**src/rtl/mips_pkg.sv**
```systemverilog
// mips_pkg: opcode/funct encodings, ALU operation enum and ID-stage bundles shared by the decode slice
package mips_pkg;

  localparam logic [5:0] OP_RTYPE = 6'h00;
  localparam logic [5:0] OP_J     = 6'h02;
  localparam logic [5:0] OP_JAL   = 6'h03;
  localparam logic [5:0] OP_BEQ   = 6'h04;
  localparam logic [5:0] OP_BNE   = 6'h05;
  localparam logic [5:0] OP_ADDI  = 6'h08;
  localparam logic [5:0] OP_ADDIU = 6'h09;
  localparam logic [5:0] OP_SLTI  = 6'h0A;
  localparam logic [5:0] OP_SLTIU = 6'h0B;
  localparam logic [5:0] OP_ANDI  = 6'h0C;
  localparam logic [5:0] OP_ORI   = 6'h0D;
  localparam logic [5:0] OP_XORI  = 6'h0E;
  localparam logic [5:0] OP_LUI   = 6'h0F;
  localparam logic [5:0] OP_LW    = 6'h23;
  localparam logic [5:0] OP_SW    = 6'h2B;

  localparam logic [5:0] FN_SLL  = 6'h00;
  localparam logic [5:0] FN_SRL  = 6'h02;
  localparam logic [5:0] FN_SRA  = 6'h03;
  localparam logic [5:0] FN_JR   = 6'h08;
  localparam logic [5:0] FN_ADD  = 6'h20;
  localparam logic [5:0] FN_ADDU = 6'h21;
  localparam logic [5:0] FN_SUB  = 6'h22;
  localparam logic [5:0] FN_SUBU = 6'h23;
  localparam logic [5:0] FN_AND  = 6'h24;
  localparam logic [5:0] FN_OR   = 6'h25;
  localparam logic [5:0] FN_XOR  = 6'h26;
  localparam logic [5:0] FN_NOR  = 6'h27;
  localparam logic [5:0] FN_SLT  = 6'h2A;
  localparam logic [5:0] FN_SLTU = 6'h2B;

  typedef enum logic [3:0] {
    ALU_ADD,
    ALU_SUB,
    ALU_AND,
    ALU_OR,
    ALU_XOR,
    ALU_NOR,
    ALU_SLT,
    ALU_SLTU,
    ALU_SLL,
    ALU_SRL,
    ALU_SRA,
    ALU_LUI
  } alu_op_e;

  typedef struct packed {
    logic      reg_write;
    logic      mem_read;
    logic      mem_write;
    logic      mem_to_reg;
    logic      alu_src;
    logic      branch;
    logic      branch_ne;
    logic      jump;
    logic      jump_reg;
    logic      link;
    alu_op_e   alu_op;
  } ctrl_t;

  typedef struct packed {
    logic [31:0] pc;
    logic [31:0] rs_data;
    logic [31:0] rt_data;
    logic [31:0] imm;
    logic [31:0] branch_target;
    logic [31:0] jump_target;
    logic [4:0]  rs;
    logic [4:0]  rt;
    logic [4:0]  dest;
    ctrl_t       ctrl;
    logic        illegal;
  } idex_t;

endpackage

```
**src/rtl/reg_file.sv**
```systemverilog
// reg_file: 32x32 register file, two async read ports with write-through, one sync write port
module reg_file #(
  parameter bit ZERO_REG = 1'b1
) (
  input  logic        clk,
  input  logic        rst,
  input  logic        we_i,
  input  logic [4:0]  waddr_i,
  input  logic [31:0] wdata_i,
  input  logic [4:0]  raddr_a_i,
  input  logic [4:0]  raddr_b_i,
  output logic [31:0] rdata_a_o,
  output logic [31:0] rdata_b_o
);
  logic [31:0] regs_q [32];
  logic        wr_ok;
  // $0 is never written and is cleared by reset, so reads of it need no special case
  assign wr_ok = we_i && !(ZERO_REG && waddr_i == 5'd0);
  always_ff @(posedge clk or posedge rst) begin
    if (rst) begin
      for (int i = 0; i < 32; i++) regs_q[i] <= '0;
    end else if (wr_ok) begin
      regs_q[waddr_i] <= wdata_i;
    end
  end
  assign rdata_a_o = (wr_ok && waddr_i == raddr_a_i) ? wdata_i : regs_q[raddr_a_i];
  assign rdata_b_o = (wr_ok && waddr_i == raddr_b_i) ? wdata_i : regs_q[raddr_b_i];
endmodule

```
**src/rtl/id_stage.sv**
```systemverilog
// id_stage: MIPS decode, register read, load-use detection and ID/EX pipeline register
module id_stage
  import mips_pkg::*;
#(
  parameter bit ZERO_REG = 1'b1
) (
  input  logic        clk,
  input  logic        rst,
  input  logic        stall,
  input  logic        flush,
  input  logic [31:0] pc_in,
  input  logic [31:0] instruction_in,
  input  logic        wb_en,
  input  logic [4:0]  wb_addr,
  input  logic [31:0] wb_data,
  input  logic        ex_mem_read,
  input  logic [4:0]  ex_rt,
  output logic        hazard_out,
  output logic        illegal_out,
  output logic [31:0] pc_out,
  output logic [31:0] rs_data_out,
  output logic [31:0] rt_data_out,
  output logic [31:0] imm_out,
  output logic [31:0] branch_target_out,
  output logic [31:0] jump_target_out,
  output logic [4:0]  rs_out,
  output logic [4:0]  rt_out,
  output logic [4:0]  dest_out,
  output logic        reg_write_out,
  output logic        mem_read_out,
  output logic        mem_write_out,
  output logic        mem_to_reg_out,
  output logic        alu_src_out,
  output logic        branch_out,
  output logic        branch_ne_out,
  output logic        jump_out,
  output logic        jump_reg_out,
  output logic        link_out,
  output logic [3:0]  alu_op_out
);
  logic [5:0]  op, funct;
  logic [4:0]  rs, rt, rd, dest;
  logic [31:0] rs_data, rt_data, sext, imm, pc4;
  logic        illegal, uses_rs, uses_rt;
  ctrl_t       ctrl;
  idex_t       idex_d, idex_q;
  assign op    = instruction_in[31:26];
  assign rs    = instruction_in[25:21];
  assign rt    = instruction_in[20:16];
  assign rd    = instruction_in[15:11];
  assign funct = instruction_in[5:0];
  assign sext  = {{16{instruction_in[15]}}, instruction_in[15:0]};
  assign pc4   = pc_in + 32'd4;
  reg_file #(.ZERO_REG(ZERO_REG)) u_reg_file (
    .clk       (clk),
    .rst       (rst),
    .we_i      (wb_en),
    .waddr_i   (wb_addr),
    .wdata_i   (wb_data),
    .raddr_a_i (rs),
    .raddr_b_i (rt),
    .rdata_a_o (rs_data),
    .rdata_b_o (rt_data)
  );
  always_comb begin
    ctrl    = '0;
    illegal = 1'b0;
    dest    = rt;
    uses_rs = 1'b1;
    uses_rt = 1'b0;
    imm     = sext;
    case (op)
      OP_RTYPE: begin
        dest           = rd;
        uses_rt        = 1'b1;
        ctrl.reg_write = 1'b1;
        case (funct)
          FN_ADD, FN_ADDU: ctrl.alu_op = ALU_ADD;
          FN_SUB, FN_SUBU: ctrl.alu_op = ALU_SUB;
          FN_AND:          ctrl.alu_op = ALU_AND;
          FN_OR:           ctrl.alu_op = ALU_OR;
          FN_XOR:          ctrl.alu_op = ALU_XOR;
          FN_NOR:          ctrl.alu_op = ALU_NOR;
          FN_SLT:          ctrl.alu_op = ALU_SLT;
          FN_SLTU:         ctrl.alu_op = ALU_SLTU;
          FN_SLL: begin
            ctrl.alu_op = ALU_SLL;
            uses_rs     = 1'b0;
          end
          FN_SRL: begin
            ctrl.alu_op = ALU_SRL;
            uses_rs     = 1'b0;
          end
          FN_SRA: begin
            ctrl.alu_op = ALU_SRA;
            uses_rs     = 1'b0;
          end
          FN_JR: begin
            ctrl.reg_write = 1'b0;
            ctrl.jump_reg  = 1'b1;
            uses_rt        = 1'b0;
          end
          default: illegal = 1'b1;
        endcase
      end
      OP_ADDI, OP_ADDIU, OP_SLTI, OP_SLTIU, OP_ANDI, OP_ORI, OP_XORI, OP_LUI: begin
        ctrl.reg_write = 1'b1;
        ctrl.alu_src   = 1'b1;
        ctrl.alu_op    = op == OP_SLTI  ? ALU_SLT  :
                         op == OP_SLTIU ? ALU_SLTU :
                         op == OP_ANDI  ? ALU_AND  :
                         op == OP_ORI   ? ALU_OR   :
                         op == OP_XORI  ? ALU_XOR  :
                         op == OP_LUI   ? ALU_LUI  : ALU_ADD;
        imm            = (op == OP_ANDI || op == OP_ORI || op == OP_XORI) ? {16'h0, instruction_in[15:0]} :
                         op == OP_LUI ? {instruction_in[15:0], 16'h0} : sext;
        uses_rs        = op != OP_LUI;
      end
      OP_LW: begin
        ctrl.reg_write  = 1'b1;
        ctrl.mem_read   = 1'b1;
        ctrl.mem_to_reg = 1'b1;
        ctrl.alu_src    = 1'b1;
      end
      OP_SW: begin
        ctrl.mem_write = 1'b1;
        ctrl.alu_src   = 1'b1;
        uses_rt        = 1'b1;
      end
      OP_BEQ, OP_BNE: begin
        ctrl.branch    = 1'b1;
        ctrl.branch_ne = op == OP_BNE;
        ctrl.alu_op    = ALU_SUB;
        uses_rt        = 1'b1;
      end
      OP_J, OP_JAL: begin
        ctrl.jump      = 1'b1;
        ctrl.link      = op == OP_JAL;
        ctrl.reg_write = op == OP_JAL;
        dest           = 5'd31;
        uses_rs        = 1'b0;
      end
      default: illegal = 1'b1;
    endcase
    if (illegal) begin
      ctrl    = '0;
      uses_rs = 1'b0;
      uses_rt = 1'b0;
    end
    // a write to the hardwired zero register is no write at all, which makes sll $0,$0,0 a clean no-op
    if (ZERO_REG && dest == 5'd0) ctrl.reg_write = 1'b0;
    if (!ctrl.reg_write) dest = 5'd0;
  end
  assign hazard_out = ex_mem_read && ex_rt != 5'd0 &&
                      ((uses_rs && rs == ex_rt) || (uses_rt && rt == ex_rt));
  always_comb begin
    idex_d               = '0;
    idex_d.pc            = pc_in;
    idex_d.rs_data       = rs_data;
    idex_d.rt_data       = rt_data;
    idex_d.imm           = imm;
    idex_d.branch_target = pc4 + {sext[29:0], 2'b00};
    idex_d.jump_target   = {pc4[31:28], instruction_in[25:0], 2'b00};
    idex_d.rs            = rs;
    idex_d.rt            = rt;
    idex_d.dest          = dest;
    idex_d.ctrl          = ctrl;
    idex_d.illegal       = illegal;
  end
  always_ff @(posedge clk or posedge rst) begin
    if (rst) idex_q <= '0;
    else if (flush) idex_q <= '0;
    else if (!stall) idex_q <= hazard_out ? '0 : idex_d;
  end
  assign pc_out            = idex_q.pc;
  assign rs_data_out       = idex_q.rs_data;
  assign rt_data_out       = idex_q.rt_data;
  assign imm_out           = idex_q.imm;
  assign branch_target_out = idex_q.branch_target;
  assign jump_target_out   = idex_q.jump_target;
  assign rs_out            = idex_q.rs;
  assign rt_out            = idex_q.rt;
  assign dest_out          = idex_q.dest;
  assign illegal_out       = idex_q.illegal;
  assign reg_write_out     = idex_q.ctrl.reg_write;
  assign mem_read_out      = idex_q.ctrl.mem_read;
  assign mem_write_out     = idex_q.ctrl.mem_write;
  assign mem_to_reg_out    = idex_q.ctrl.mem_to_reg;
  assign alu_src_out       = idex_q.ctrl.alu_src;
  assign branch_out        = idex_q.ctrl.branch;
  assign branch_ne_out     = idex_q.ctrl.branch_ne;
  assign jump_out          = idex_q.ctrl.jump;
  assign jump_reg_out      = idex_q.ctrl.jump_reg;
  assign link_out          = idex_q.ctrl.link;
  assign alu_op_out        = idex_q.ctrl.alu_op;
endmodule

```
**config.mk**
```make
export PLATFORM = sky130hd
export DESIGN_NAME = id_stage
export DESIGN_NICKNAME = d
export VERILOG_FILES = /design/src/rtl/mips_pkg.sv /design/src/rtl/reg_file.sv /design/src/rtl/id_stage.sv
export SDC_FILE = /design/constraint.sdc
export NUM_CORES = 2
export LEC_CHECK = 0
export ABC_AREA = 0
export CORE_UTILIZATION = 55
export DETAILED_ROUTE_END_ITERATION = 6
export PLACE_DENSITY = 0.74
export SYNTH_ARGS = -nofsm -noshare
export SYNTH_HDL_FRONTEND = slang
export SYNTH_HIERARCHICAL = 1
export SYNTH_SLANG_ARGS = --single-unit
```
**constraint.sdc**
```tcl
create_clock -name clk -period 115.2 [get_ports clk]
set_input_delay 23.04 -clock clk [delete_from_list [all_inputs] [get_ports clk]]
set_output_delay 23.04 -clock clk [all_outputs]
set_load 0.005 [all_outputs]
```
==> key figures <==
Floorplanning
  – Core footprint: 115000 µm²
  – Die area: about 120000 µm²
  – Die width: approximately 340 µm
  – FP Rows: 124
  – IO Pins: 335
  – Effective utilization at floorplan: a little under three fifths
  – DIE HEIGHT: 343 µm

Routing
  – DR iter-0 viols: 4865
  – Detail Route met2 WL: between 90000 and 100000 µm
  – WL per Instance: 31.1 µm
  – Drt drc: roughly 110
  – Final WL: 193000 µm
  – Routed Antenna Nets: 0
  – Via/cell ratio: roughly 7
  – Max layer used: met5
  – First-pass DRT Iterations: 7
  – Routed met1 length: around 73000 µm
  – Via count: 43139
  – Met3 WL: roughly 20000 µm

Timing
  – Min cycle time layout: between 40 and 50 ns
  – Final Max Slew Viols: 0
  – Final Hold Fails: 0
  – Max Fclk: approximately 20 MHz
  – Setup TNS: 0 ns
  – RSZ-0062 raised after global routing: false
  – Hold Slack: a little under 0.4 ns
  – Endpoints failing setup: 0
  – Worst rel slew slack: approximately an eighth
  – Skew final: around 0.033 ns
  – Fin crit share: between 40% and 50%
  – Worst-Margin Slew: between 1 and 1.5 ns

Cells and area
  – Share of cells above drive strength 1: about two fifths
  – Area growth syn-to-layout: 13.6%
  – Area occupied by multi-input gates: approximately 30000 µm²
  – Most common cell after layout, fill and taps aside: dfrtp_1
  – Filler cell count: 8367
  – Nets: approximately 4700
  – Register area: slightly above 30000 µm²
  – Most frequent cells in the layout: 1231 x dfrtp_1, 981 x mux2_2, 510 x mux4_2

Yosys
  – Number of enable flip-flop cells after synthesis: 0
  – Synth async-reset ratio: 100%
  – Synth Instances: ~4500
  – Synth cell types: 79
  – Mean post-synth cell area: between 10 and 15 µm²
  – Sequential-to-total area share from yosys stat: 48.3%
  – Flops & latches, synth: approximately 1200
  – Main synth FF type: dfrtp_1
  – Cell area after synthesis: between 60000 and 70000 µm²
  – Yosys warns: 6

Global routing
  – Global-route wire length before repair: between 200000 and 300000 µm
  – GR Overflow Total: 0
  – Vias in the first global route: ~44000
  – Largest net degree at the start of global routing: roughly 140
  – Total track usage: between 30% and 40%
  – Initial antenna violation count: 8

Clocking
  – Number of H-tree levels: 4
  – Post_cts resized: 0
  – CTS tree: done
  – CTS Hold Bufs: 0
  – Post-CTS setup buffers: 0
  – Clock sink total: ~1200
  – Cts bufs inserted: about 130
  – Root Driver: clkbuf_16
  – Clock slew at reported path FFs: about 0.060 ns
  – Max Root-Sink Buffers: 3
  – Worst skew pair latency: 0.75 ns

Power
  – Peak VDD IR: 0.0185 mV
  – Leak Pwr: 0.0311 µW
  – Power per Cell Area: 17.2 nW/µm²

Worst setup path
  – CP max FO: 19
  – Critical Path Start: instruction_in[28]
  – Reg-to-reg endpoint: rt_data_out[12]$_DFFE_PP0P_
  – Critical Path Start Type: input pin
  – R2r setup slk: approximately 110 ns
  – Critical Path RT: roughly 92 ns
  – Crit. End Element: primary output
  – Worst r2r src: u_reg_file/regs_q[1004]$_DFFE_PP0P_
  – CP Class: input pin to primary output
  – FF-to-FF path depth: 5
  – CP Capture Point: hazard_out
  – CP Data Arrival Time: 25.98 ns

Flow run
  – Number of max-cap violations: 0

Worst hold path
  – Worst hold-check path type: flop to flop
  – Hold Startpoint: u_reg_file/regs_q[1007]$_DFFE_PP0P_
  – Hold depth: 0

Status
  – Run status: finished, violations left
  – Violated checks: design-rule violations

Placed design
  – Final RePlAce weighted congestion: a little over 0.9
  – Port Buffers: ~330
  – Dpl hpwl: 115000 µm
==> registers in the layout, summed over array words and instances, names as in the netlist <==
name,cells
alu_src_out,1
link_out,1
illegal_out,1
alu_op_out,4
branch_ne_out,1
mem_read_out,1
u_reg_file/regs_q,1024
rt_out,4
jump_reg_out,1
dest_out,5
imm_out,32
branch_out,1
jump_out,1
rs_data_out,32
branch_target_out,30
rs_out,4
mem_write_out,1
reg_write_out,1
rt_data_out,32
pc_out,32
jump_target_out,22
==> worst min path at each step <==
stage                                               end  slack (ns)
floorplan           u_reg_file/regs_q[1000]$_DFFE_PP0P_        0.44
global placement    u_reg_file/regs_q[1005]$_DFFE_PP0P_        0.38
detailed placement  u_reg_file/regs_q[1021]$_DFFE_PP0P_        0.38
CTS                 u_reg_file/regs_q[1022]$_DFFE_PP0P_        0.40
global route        u_reg_file/regs_q[1015]$_DFFE_PP0P_        0.41
finish              u_reg_file/regs_q[1007]$_DFFE_PP0P_        0.39
==> metal layers <==
| layer | vias up | track usage, % |
|---|---|---|
| met5 | - | 0 |
| met4 | 16 | 14.7 |
| met3 | 544 | 8.16 |
| met2 | 2320 | 51.4 |
| met1 | 22762 | 44.4 |
| li1 | 17497 | - |
==> per-stage QoR <==
step	util [%]	instance area (µm²)	power [µW]	instances	setup WS, ns
after floorplan	-	63800	723	4491	63.34
after global placement	59.1	67800	778	5946	66.22
after detailed placement	59.1	67800	791	5946	66.20
after CTS	63.2	72500	1250	6189	66.18
after global routing	63.2	72500	1290	6189	66.01
final	63.2	72500	1250	6192	66.18
==> cell usage after synthesis, drive strengths merged, types with 4 or more instances <==
library cell | n | area [µm²]
ha | 35 | 438
inv | 15 | 56.3
clkbuf | 249 | 936
nand4 | 13 | 81.3
mux4 | 510 | 11500
a21o | 13 | 97.6
a221oi | 4 | 35.0
nand4b | 4 | 35.0
a31oi | 9 | 71.3
o31ai | 5 | 37.5
or2 | 4 | 25.0
xor2 | 37 | 324
xnor2 | 37 | 324
nor3b | 5 | 37.5
a32o | 5 | 50.1
and3 | 17 | 106
nor2b | 9 | 56.3
nor2 | 69 | 259
mux2 | 982 | 11100
nand2 | 183 | 687
or4 | 67 | 507
nor4 | 5 | 43.8
nand3 | 36 | 180
a21oi | 48 | 240
o21ai | 145 | 729
and4 | 4 | 35.0
buf | 244 | 1370
o21a | 8 | 61.3
nand3b | 12 | 90.1
o22ai | 255 | 1600
dfrtp | 1231 | 30800
nand2b | 10 | 72.6
a22o | 153 | 1340
or3 | 6 | 37.5
nor3 | 14 | 92.6
==> final cells by class <==
cell class,count,area share [%]
repair buffers,436,5.71
inverters,15,0.0984
flip-flops and latches,1231,42.5
well taps,1512,2.61
clock buffers,192,5.49
clock inverters,51,1.03
multi-input cells,2752,42.6
diodes,3,0.0104
==> power by group <==
part           switching [µW]  internal, µW  total (µW)
clock network             181           279         461
registers                52.1           505         558
logic                    91.8           139         230
total                     325           923        1250
==> cell families after synthesis <==
logic type | count (synthesis) | synth area share (%)
compound gates | 677 | 7.12
fa+ha+maj | 36 | 0.717
mux | 1495 | 35.4
xor+xnor | 74 | 1.02
buf+inv | 508 | 3.70
other cells | 1 | 0.00587
flops | 1231 | 48.3
simple gates | 468 | 3.83
==> critical path, cell delays in order <==
cell and delay, ns:
clkdlybuf4s50_1 0.71, or4_4 0.56, a2111oi_2 0.30, a21oi_1 0.12, o22ai_2 0.19, nand2b_2 0.13, nor3_4 0.31, clkdlybuf4s50_1 0.60
Power figures use the tool's default switching activity.
